File: config.mk
export PLATFORM = sky130hd
export DESIGN_NAME = rptr_empty_ctrl
export DESIGN_NICKNAME = d
export VERILOG_FILES = /design/src/rtl/async_fifo_pkg.sv /design/src/rtl/gray2bin_conv.sv /design/src/rtl/rptr_empty_ctrl.sv
export SDC_FILE = /design/constraint.sdc
export NUM_CORES = 1
export LEC_CHECK = 0
export ABC_AREA = 1
export CORE_ASPECT_RATIO = 0.8
export CORE_MARGIN = 4
export CORE_UTILIZATION = 44
export DETAILED_ROUTE_END_ITERATION = 7
export GPL_ROUTABILITY_DRIVEN = 0
export GPL_TIMING_DRIVEN = 1
export PLACE_DENSITY = 0.84
export SYNTH_ARGS = -nofsm -noshare
export SYNTH_HDL_FRONTEND = slang
export SYNTH_SLANG_ARGS = --single-unit
File: constraint.sdc
create_clock -name rclk -period 2.5 [get_ports rclk]
set_clock_uncertainty 0.15 [all_clocks]
set_input_delay 0.5 -clock rclk [delete_from_list [all_inputs] [get_ports rclk]]
set_output_delay 0.5 -clock rclk [all_outputs]
set_load 0.05 [all_outputs]
File: src/rtl/async_fifo_pkg.sv
// Shared definitions for both sides of the asynchronous FIFO: default address
// width and Gray/binary conversion helpers.
package async_fifo_pkg;

   localparam int ADDRSIZE_DEF = 4;

   // Helpers work on up to 32-bit pointers; bits at and above w are ignored.
   function automatic logic [31:0] bin2gray(input logic [31:0] b, input int unsigned w);
      logic [31:0] m;
      m = 32'((64'(1) << w) - 64'(1));
      return (b & m) ^ ((b & m) >> 1);
   endfunction

   function automatic logic [31:0] gray2bin(input logic [31:0] g, input int unsigned w);
      logic [31:0] b;
      b = g & 32'((64'(1) << w) - 64'(1));
      for (int s = 1; s < 32; s = s << 1) begin
         b = b ^ (b >> s);
      end
      return b;
   endfunction

endpackage

File: src/rtl/gray2bin_conv.sv
// Combinational Gray-to-binary converter: each binary bit is the XOR of all
// Gray bits at or above its position.
module gray2bin_conv #(
   parameter int W = 5
) (
   input  logic [W-1:0] gray,
   output logic [W-1:0] bin
);

   always_comb begin
      bin = '0;
      bin[W-1] = gray[W-1];
      for (int i = W - 2; i >= 0; i--) begin
         bin[i] = bin[i+1] ^ gray[i];
      end
   end

endmodule

File: src/rtl/rptr_empty_ctrl.sv
// Read-side pointer and status controller of the asynchronous FIFO: owns the
// read pointer, memory address and empty/almost-empty/occupancy/underflow status.
module rptr_empty_ctrl
   import async_fifo_pkg::*;
#(
   parameter int ADDRSIZE      = ADDRSIZE_DEF,
   parameter int AEMPTY_THRESH = 2
) (
   input  logic                rclk,
   input  logic                rrst,
   input  logic                rinc,
   input  logic [ADDRSIZE:0]   rq2_wptr,
   output logic [ADDRSIZE-1:0] raddr,
   output logic [ADDRSIZE:0]   rptr,
   output logic                rempty,
   output logic                raempty,
   output logic [ADDRSIZE:0]   rcount,
   output logic                runderflow
);

   localparam int PW = ADDRSIZE + 1;
   localparam logic [PW-1:0] AE_THRESH = PW'(AEMPTY_THRESH);

   logic [PW-1:0] rbin_q, rbin_d;
   logic [PW-1:0] rptr_q, rptr_d;
   logic [PW-1:0] rcount_q, rcount_d;
   logic          rempty_q, rempty_d;
   logic          raempty_q, raempty_d;
   logic          runderflow_q, runderflow_d;

   logic          rpop;
   logic [PW-1:0] rbinnext, rgraynext, wbin, countnext;

   gray2bin_conv #(.W(PW)) u_wptr_g2b (
      .gray (rq2_wptr),
      .bin  (wbin)
   );

   // Status compares against the next pointer so a pop of the last word
   // raises rempty at the same edge, with no bubble.
   always_comb begin
      rpop         = rinc & ~rempty_q;
      rbinnext     = rbin_q + {{ADDRSIZE{1'b0}}, rpop};
      rgraynext    = PW'(bin2gray(32'(rbinnext), PW));
      countnext    = wbin - rbinnext;
      rbin_d       = rbinnext;
      rptr_d       = rgraynext;
      rempty_d     = (rgraynext == rq2_wptr);
      rcount_d     = countnext;
      raempty_d    = (countnext <= AE_THRESH);
      runderflow_d = runderflow_q | (rinc & rempty_q);
   end

   always_ff @(posedge rclk) begin
      if (rrst) begin
         rbin_q       <= '0;
         rptr_q       <= '0;
         rcount_q     <= '0;
         rempty_q     <= 1'b1;
         raempty_q    <= 1'b1;
         runderflow_q <= 1'b0;
      end else begin
         rbin_q       <= rbin_d;
         rptr_q       <= rptr_d;
         rcount_q     <= rcount_d;
         rempty_q     <= rempty_d;
         raempty_q    <= raempty_d;
         runderflow_q <= runderflow_d;
      end
   end

   assign raddr      = rbin_q[ADDRSIZE-1:0];
   assign rptr       = rptr_q;
   assign rempty     = rempty_q;
   assign raempty    = raempty_q;
   assign rcount     = rcount_q;
   assign runderflow = runderflow_q;

endmodule
Word level (Yosys, flattened, before mapping)
Index checks and enable logic that the tools add are counted.

operators by class
  $add $sub $neg = 2
  order comparisons = 1
  equal/unequal tests = 1
  bitwise logic cells = 9

operators with widths
  operator                                                                          number
  5-bit by 1-bit adder with 5-bit output                                            1
  5-bit equality test                                                               1
  5-bit by 2-bit less-or-equal comparator with 1-bit output, second input constant  1
  5-bit subtractor                                                                  1
  5-bit by 4-bit bitwise XOR with 5-bit output                                      1
  1-bit bitwise XOR                                                                 4
  1-bit AND                                                                         2
  1-bit inverter                                                                    1
  1-bit bitwise OR                                                                  1

storage, ports and cells
  bits in registers = 18
  bits of input ports = 8
  output and inout port bits = 17
  word-level logic and storage cells = 19

Depth between registers and ports, before layout
Gate-level depths: netlist (run 1).

  word-level depth = 6
  mapped depth = 16
  depth with buffers taken out = 16

Hierarchy
From an unflattened synthesis (run 1), not the netlist that was laid out.

unflattened totals
  cell total of the unflattened synthesis = 181
  area total of the unflattened synthesis = 1114.8 um2

modules (own cells, without submodules)
  module           instances  cells each  area each (um2)  sequential area each (um2)
  rptr_empty_ctrl  1          157         987.2            340.3
  gray2bin_conv    1          24          127.6            0.0

Worst setup path before layout (run 1)
OpenSTA, ideal clock, no wires.

  path kind = input-to-reg
  start = input port rq2_wptr[3]
  end = register raempty_q (netlist: raempty)
  library setup time = 0.116 ns
  data arrival time = 2.188 ns
  required time = 2.234 ns
  setup slack = 0.047 ns
  stages on the path = 15
  path buffers = 0
  cells stage by stage = inv_1 > nand2_1 > nand3_1 > nand2_2 > xor2_2 > xor2_1 > ha_1 > inv_1 > fa_1 > nand2_1 > inv_1 > nand3_1 > a21oi_2 > nor2_2 > nor2_2

between the ends
  cells in the longest elaborated chain, start to end = 6

RTL lines
  what                                                         RTL line               RTL
  from (decl)                                                  rptr_empty_ctrl.sv:12  input logic [ADDRSIZE:0] rq2_wptr,
  1-bit bitwise XOR *                                          gray2bin_conv.sv:14    bin[i] = bin[i+1] ^ gray[i];
  1-bit bitwise XOR (3 in series)                              gray2bin_conv.sv:14
  5-bit subtractor *                                           rptr_empty_ctrl.sv:45  countnext = wbin - rbinnext;
  5-bit by 2-bit less-or-equal comparator with 1-bit output *  rptr_empty_ctrl.sv:50  raempty_d = (countnext <= AE_THRESH);
  to (signal assigned)                                         rptr_empty_ctrl.sv:67  raempty_q <= raempty_d;
  to (decl)                                                    rptr_empty_ctrl.sv:28  logic raempty_q, raempty_d;

Every way passes the cells marked *; elsewhere a longest branch is shown, timed or not.
A chain may end at the register's enable or synchronous reset.

Worst setup path after layout (run 1)
  start = input port rq2_wptr[1]
  end = register raempty_q (netlist: raempty)

between the ends
  cells in the longest elaborated chain, start to end = 4

RTL lines
  what                                                         RTL line               RTL
  1-bit bitwise XOR *                                          gray2bin_conv.sv:14
  1-bit bitwise XOR                                            gray2bin_conv.sv:14
  5-bit subtractor *                                           rptr_empty_ctrl.sv:45
  net countnext[1]                                             rptr_empty_ctrl.sv:32  logic [PW-1:0] rbinnext, rgraynext, wbin, countnext;
  5-bit by 2-bit less-or-equal comparator with 1-bit output *  rptr_empty_ctrl.sv:50

The timed path passes the listed nets; every way through them passes the cells marked *.

==> impl_metrics.csv, run 1 <==
group,metric,value,unit
outcome,status,"completed",
critical_path,cp_cell_sequence,"clkdlybuf4s50_1 -> inv_1 -> xor2_2 -> xor2_1 -> ha_1 -> inv_1 -> fa_2 -> a21oi_1 -> o21ai_1 -> nor2_2",
power,irDropWorstVdd,0.0002725,V
timing,min_period_over_period,98.87,%
clock_network,clock_insertion_delay_worst_skew,0.30,ns
critical_path,critPathKind,"input port to register",
synth,ys_seq_elements,17,
timing,max_slew.worst_pin.slew,0.5222,ns
floorplan,die_w,62.64,um
clock_network,cts_tree,"yes",
critical_path,crit_path_start_kind,"input port",
global_routing,pin_count_of_the_biggest_net_entering_global_routing,10,
critical_path,peak_per_stage_delay_on_the_critical_path,0.48,ns
synth,postSynthAreaPerCell,7.101,um^2
placement,preCtsSetupSlack,-0.6278,ns
clock_network,cts.root.buffer_cell,"clkbuf_4",
clock_network,cts_htree_levels,1,
timing,hold_violations,0,
routing,drc,0,
power,power_switching,0.3010,mW
synth,postSynthCellCount,148,
layout,number_of_fill_cells_in_the_layout,156,
timing,layout_setup_ws,0.02817,ns
critical_path,critical-path-top-delay-family,"adder cells",
critical_path,path_max_fanout,2,
clock_network,max-clock-path-buffers,2,
floorplan,dieArea,3239,um^2
critical_path,critical_path.endpoint_type,"register",
floorplan,num_io_pins,25,
synth,synth-warning-count,0,
layout,mostFrequentLayoutCell,"nand2_1",
layout,post_layout_nonfiller_instances,221,
critical_path,critical_path.n_buffers_inverters,3,
critical_path,timing.critical_path.mode_cell,"inv_1",
global_routing,antenna_found_initial,0,
routing,detailroute.via_count,1128,
hold_path,hold_crit_class,"input port to register",
global_routing,number_of_global_route_vias_before_repair,1101,
global_routing,globalRouteTotalUtil,17.96,%
power,pwr-share-comb,42.5,%
layout,final_design_area_no_fill,1580,um^2
power,switching_share,37.97,%
floorplan,initial_utilization,47.46,%
floorplan,core,2215,um^2
global_routing,first_pass_grt_wire_length,4.533,mm
synth,synthDistinctLibCells,23,
routing,drt-total-wl,3.029,mm
placement,postPlaceCellArea,1465,um^2
placement,placed_cells,216,
clock_network,clk_pin_slew,0.10,ns
critical_path,cpMaxStageDelayCell,"clkdlybuf4s50_1",
global_routing,globalRouteOverflowTotal,0,
power,sequential_share_of_power,38.6,%
layout,final_net_count,212,
floorplan,fp-row-count,15,
synth,synth.yosys.seq_area_share,32.38,%
timing,period_minus_slack,2.472,ns
power,pwrdens,501.6,nW/um^2
layout,mostFrequentLayoutCells,"36 x nand2_1, 22 x buf_4, 19 x clkdlybuf4s50_1, 17 x inv_1, 17 x dfxtp_1",
synth,synth_nets,163,
clock_network,clock_sink_count,17,
critical_path,crit_arrival,2.57,ns
power,clockPowerShare,18.9,%
placement,dpl.hpwl,2.139,mm
timing,fmax,0.4046,GHz
timing,finalHoldWorstSlack,0.3451,ns
layout,area_delta_synth_final,50.36,%
floorplan,die_h,51.72,um
routing,wire_length_per_cell,13.71,um
run,cap_violations,0,
critical_path,crit_required,2.60,ns
clock_network,tritoncts.num_buffers,3,
layout,drive_gt1_share,31.12,%
routing,vias_per_cell,5.104,
layout,total_inserted_antenna_cells,0,
routing,drt_pass1_iterations,4,
routing,drt.antenna.violating_nets,0,
timing,timing.max_slew.rel_slack,65.08,%
routing,detailedRoute.firstIterationViolations,24,
synth,synth_area,1051,um^2
power,power_report.internal_total,0.4917,mW
timing,finalMaxSlewViolations,0,
timing,timing.final.setup_violations,0,
placement,port_buffers,24,
power,cellLeakagePower,0.7820,nW
## sequential cells by signal (all words and copies together), names as in the netlist
name        cells
runderflow      1
rcount          5
raempty         1
rempty          1
rbin_q          5
rptr            4
## per-stage QoR
| step | power [mW] | util, % | setup TNS, ns |
|---|---|---|---|
| 6_report | 0.7926 | 71.36 | 0 |
| 3_5_place_dp | 0.6175 | 66.16 | -2.570 |
| 4_1_cts | 0.7760 | 70.34 | 0 |
| 2_1_floorplan | 0.5000 | - | 0 |
| 5_1_grt | 0.8312 | 71.36 | -0.04928 |
| 3_3_place_gp | 0.6070 | 66.16 | -1.884 |
## metal layers
metal  GRT usage (%)  wire length, um  vias to the layer above
li1                -                -                      559
met1           17.39             1172                      517
met2           33.45             1573                       34
met3           5.400              132                       18
met4           12.45              151                        0
met5               0                0                        -
## synthesized netlist by cell type
cell type   n  share of area [%]
xor2_2      1                1.5
ha_1        6                7.1
nand4_1     1               0.60
a21oi_2     1               0.83
nand3_1    16                7.6
nor2_1     16                5.7
o21ai_2     1               0.83
nand2_4     2                2.1
buf_6       1                1.1
inv_2       2               0.71
inv_1      18                6.4
nand3_2     4                3.8
nand2_1    37                 13
o21ai_0     1               0.48
nand2_2     8                4.8
xor2_1      1               0.83
fa_1        1                1.9
dfxtp_1    17                 32
xnor2_2     1                1.5
clkbuf_1    1               0.36
a21oi_1     8                3.8
nor2_2      3                1.8
o21ai_1     1               0.48
## cells by family (layout without fill, tap and decap cells)
logic type / Yosys count / in the layout / share of synthesized area (%)
flops: 17 / 17 / 32.38
xor+xnor: 3 / 3 / 3.930
compound gates: 12 / 12 / 6.428
buf+inv: 22 / 70 / 8.571
fa+ha+maj: 7 / 7 / 9.048
simple gates: 87 / 87 / 39.64
## power by group through the flow
stage | logic, mW | clock network, mW | registers (mW)
final | 0.337 | 0.150 | 0.306
after global routing | 0.360 | 0.163 | 0.309
after CTS | 0.321 | 0.150 | 0.306
after detailed placement | 0.307 | 0 | 0.310
after global placement | 0.298 | 0 | 0.309
after floorplan | 0.108 | 0 | 0.392
## worst register-to-register path: cells and delay by family (launching register included)
kind / cells / cell delay [ns]
compound gates: 3 / 0.46
xor+xnor: 1 / 0.14
fa+ha+maj: 2 / 0.48
buf+inv: 1 / 0.15
flops: 1 / 0.40
simple gates: 4 / 0.37
## what timing repair did
item                       4_1_cts  5_1_grt
gates resized for setup         16        8
setup endpoints to repair        4        2
hold buffers                     0        0
buffers inserted                 1        0
pin swaps                        5        6
cloned                           0        0
## cell type report
cell class / instances / area (um^2) / area share [%]
multi-input combinational: 109 / 708.2 / 44.81
inverter: 20 / 75.07 / 4.751
timing repair buffer: 46 / 399.1 / 25.26
sequential: 17 / 340.3 / 21.54
clock buffer: 4 / 26.28 / 1.663
tap: 25 / 31.28 / 1.979
## final timing paths
check	slack [ns]	cells past startpoint	start	endpoint
hold reg to reg	0.35	2	runderflow$_SDFF_PP0_	runderflow$_SDFF_PP0_
setup reg to reg	0.32	11	rempty$_SDFF_PP1_	raempty$_SDFF_PP1_
hold / removal	0.35	3	rinc	runderflow$_SDFF_PP0_
setup / recovery	0.03	10	rq2_wptr[1]	raempty$_SDFF_PP1_
(Power assumes the default switching activity.)
==> run 2, diff against run 1 <==
--- a/config.mk
+++ b/config.mk
@@ -10,9 +10,9 @@
 export CORE_MARGIN = 4
 export CORE_UTILIZATION = 44
 export DETAILED_ROUTE_END_ITERATION = 7
-export GPL_ROUTABILITY_DRIVEN = 0
 export GPL_TIMING_DRIVEN = 1
-export PLACE_DENSITY = 0.84
+export PLACE_DENSITY = 0.83
 export SYNTH_ARGS = -nofsm -noshare
 export SYNTH_HDL_FRONTEND = slang
+export SYNTH_HIERARCHICAL = 1
 export SYNTH_SLANG_ARGS = --single-unit
==> impl_metrics.csv, run 2 <==
group,metric,value,unit
power,sequential_share_of_power,41.3,%
critical_path,worst_r2r_endpoint,"raempty$_SDFF_PP1_",
synth,ys.flop_type,"dfxtp_1",
timing,timing.max_slew.rel_slack,61.76,%
floorplan,fp-row-count,16,
power,clockPowerShare,21.0,%
floorplan,dieArea,3408,um^2
clock_network,ctsHoldBuffers,0,
synth,synth.most_common_cell,"nand2_1",
global_routing,globalRouteTotalUtil,16.08,%
timing,fmax,0.4260,GHz
critical_path,worst-r2r-cell-count,15,
routing,vias_per_cell,4.667,
synth,synthDistinctLibCells,19,
timing,min_period_over_period,93.90,%
timing,finalMaxSlewViolations,0,
layout,area_delta_synth_final,37.93,%
critical_path,crit_arrival,2.39,ns
critical_path,critPathKind,"input port to register",
timing,grt_setup_unrepaired,"false",
synth,synth_top_area_cell,"dfxtp_1",
power,power_report.internal_total,0.4563,mW
synth,synth_top_cells_by_count,"56 x nand2_1, 33 x inv_1, 26 x nand3_1",
global_routing,number_of_global_route_vias_before_repair,1007,
timing,hold_violations,0,
placement,dpl.hpwl,2.125,mm
floorplan,die_w,64.28,um
clock_network,post_cts_resize_count,0,
synth,asyncSetResetFlopFracSynth,0,%
clock_network,clk_pin_slew,0.09,ns
critical_path,startpoint,"rq2_wptr[2]",
clock_network,cts.root.buffer_cell,"clkbuf_4",
routing,wire_length_per_cell,9.953,um
synth,synth-warning-count,6,
floorplan,num_io_pins,25,
power,pwr-share-comb,37.7,%
critical_path,path_max_fanout,4,
timing,period_minus_slack,2.347,ns
global_routing,pin_count_of_the_biggest_net_entering_global_routing,17,
layout,drive_gt1_share,14.41,%
run,cap_violations,0,
critical_path,crit_required,2.54,ns
global_routing,first_pass_grt_wire_length,4.271,mm
synth,synth_nets,193,
critical_path,setup.worst_path.end,"raempty$_SDFF_PP1_",
clock_network,tritoncts.num_buffers,3,
timing,finalHoldWorstSlack,0.3317,ns
power,power_switching,0.2627,mW
synth,synth-edff-count,0,
layout,total_inserted_antenna_cells,0,
hold_path,hold_crit_class,"register to register",
critical_path,r2r_setup_slack,0.35,ns
synth,synth_area,1115,um^2
clock_network,max-clock-path-buffers,2,
synth,synth_top_area_share,30.53,%
routing,drt-total-wl,2.568,mm
power,pwrdens,467.6,nW/um^2
routing,detailroute.via_count,1204,
floorplan,initial_utilization,45.65,%
floorplan,die_h,53.02,um
global_routing,antenna_found_initial,0,
routing,drt.antenna.violating_nets,0,
floorplan,core,2442,um^2
clock_network,clock_sink_count,17,
clock_network,cts_tree,"yes",
synth,postSynthCellCount,181,
critical_path,worst_reg2reg_startpoint,"rempty$_SDFF_PP1_",
synth,netlist_top_cells_area,"dfxtp_1 31%, nand2_1 19%, nand3_1 12%, inv_1 11%, nor2_1 5.1%",
power,irDropWorstVdd,0.0002730,V
clock_network,cts_htree_levels,1,
placement,gp_congestion,0.8376,
clock_network,cts_setup_buffers,0,
critical_path,critical_path.endpoint_type,"register",
routing,detailedRoute.firstIterationViolations,65,
layout,mostFrequentLayoutCells,"56 x nand2_1, 33 x inv_1, 26 x nand3_1, 22 x clkdlybuf4s50_1, 17 x dfxtp_1",
synth,ys_seq_elements,17,
layout,final_net_count,235,
layout,utilization,62.96,%
power,cellLeakagePower,0.8359,nW
routing,drt_pass1_iterations,4,
placement,port_buffers,24,
layout,mostFrequentLayoutCell,"nand2_1",
power,switching_share,36.54,%
timing,max_slew.worst_pin.slew,0.5718,ns
clock_network,clock_insertion_delay_worst_skew,0.30,ns
outcome,status,"completed",
routing,drc,0,
synth,postSynthAreaPerCell,6.159,um^2
synth,synth.yosys.seq_area_share,30.53,%
critical_path,crit_path_start_kind,"input port",
global_routing,globalRouteOverflowTotal,0,
timing,timing.final.setup_violations,0,
timing,totalNegativeSetupSlack,0,ns
-- run 2: metrics by stage --
step	setup WS, ns	cells	total power [mW]	instance area [um^2]
floorplan	0.09498	181	0.4758	1115
global placement	-0.1880	254	0.5691	1505
detailed placement	-0.2307	254	0.5741	1505
CTS	0.09174	258	0.7224	1533
global route	0.005662	258	0.7642	1538
finish	0.1525	258	0.7190	1538
-- run 2: cell type report --
cell class                      count  area, um^2
Inverter                           34       127.6
Tap cell                           36       45.04
Clock inverter                      1       5.005
Clock buffer                        3       22.52
Multi-Input combinational cell    127       631.9
Fill cell                         241       904.6
Sequential cell                    17       340.3
Timing Repair Buffer               40       365.4
-- run 2: power by group through the flow --
stage / logic [mW] / registers [mW] / clock network [mW]
2_1_floorplan: 0.107 / 0.369 / 0
3_3_place_gp: 0.266 / 0.303 / 0
3_5_place_dp: 0.270 / 0.304 / 0
4_1_cts: 0.272 / 0.297 / 0.154
5_1_grt: 0.297 / 0.299 / 0.168
6_report: 0.271 / 0.297 / 0.151
-- run 2: worst min-delay path by stage --
stage | slack (ns) | end | startpoint | cells after the start
4_1_cts | 0.34 | runderflow$_SDFF_PP0_ | runderflow$_SDFF_PP0_ | 2
3_5_place_dp | 0.31 | runderflow$_SDFF_PP0_ | runderflow$_SDFF_PP0_ | 2
2_1_floorplan | 0.49 | runderflow$_SDFF_PP0_ | rinc | 2
5_1_grt | 0.37 | runderflow$_SDFF_PP0_ | runderflow$_SDFF_PP0_ | 2
3_3_place_gp | 0.30 | runderflow$_SDFF_PP0_ | runderflow$_SDFF_PP0_ | 2
6_report | 0.33 | runderflow$_SDFF_PP0_ | runderflow$_SDFF_PP0_ | 2
-- run 2: logic make-up after synthesis --
logic type / after synthesis / share of synthesized area [%]
compound gates: 10 / 4.714
fa+ha+maj: 4 / 4.490
buf+inv: 37 / 12.79
flops: 17 / 30.53
simple gates: 113 / 47.47
-- run 2: layer usage --
layer / vias up / part of all wire, % / GRT usage (%)
met4: 0 / 2.8 / 8.070
met3: 9 / 6.6 / 2.972
li1: 639 / - / -
met2: 47 / 40 / 25.68
met1: 509 / 50 / 20.84
met5: - / 0 / 0
-- run 2: critical path, stage by stage --
cell and delay (ns):
clkdlybuf4s50_1 0.54, inv_1 0.11, nand3_4 0.10, nand2_2 0.07, nand2_2 0.06, nand3_1 0.06, nand2_1 0.07, inv_1 0.04
ha_1 0.18, inv_1 0.08, ha_1 0.15, inv_1 0.05, nand2_1 0.07, nand2_1 0.06, nand2_1 0.06, nand2_1 0.06
nand2_1 0.06, o21ai_1 0.06
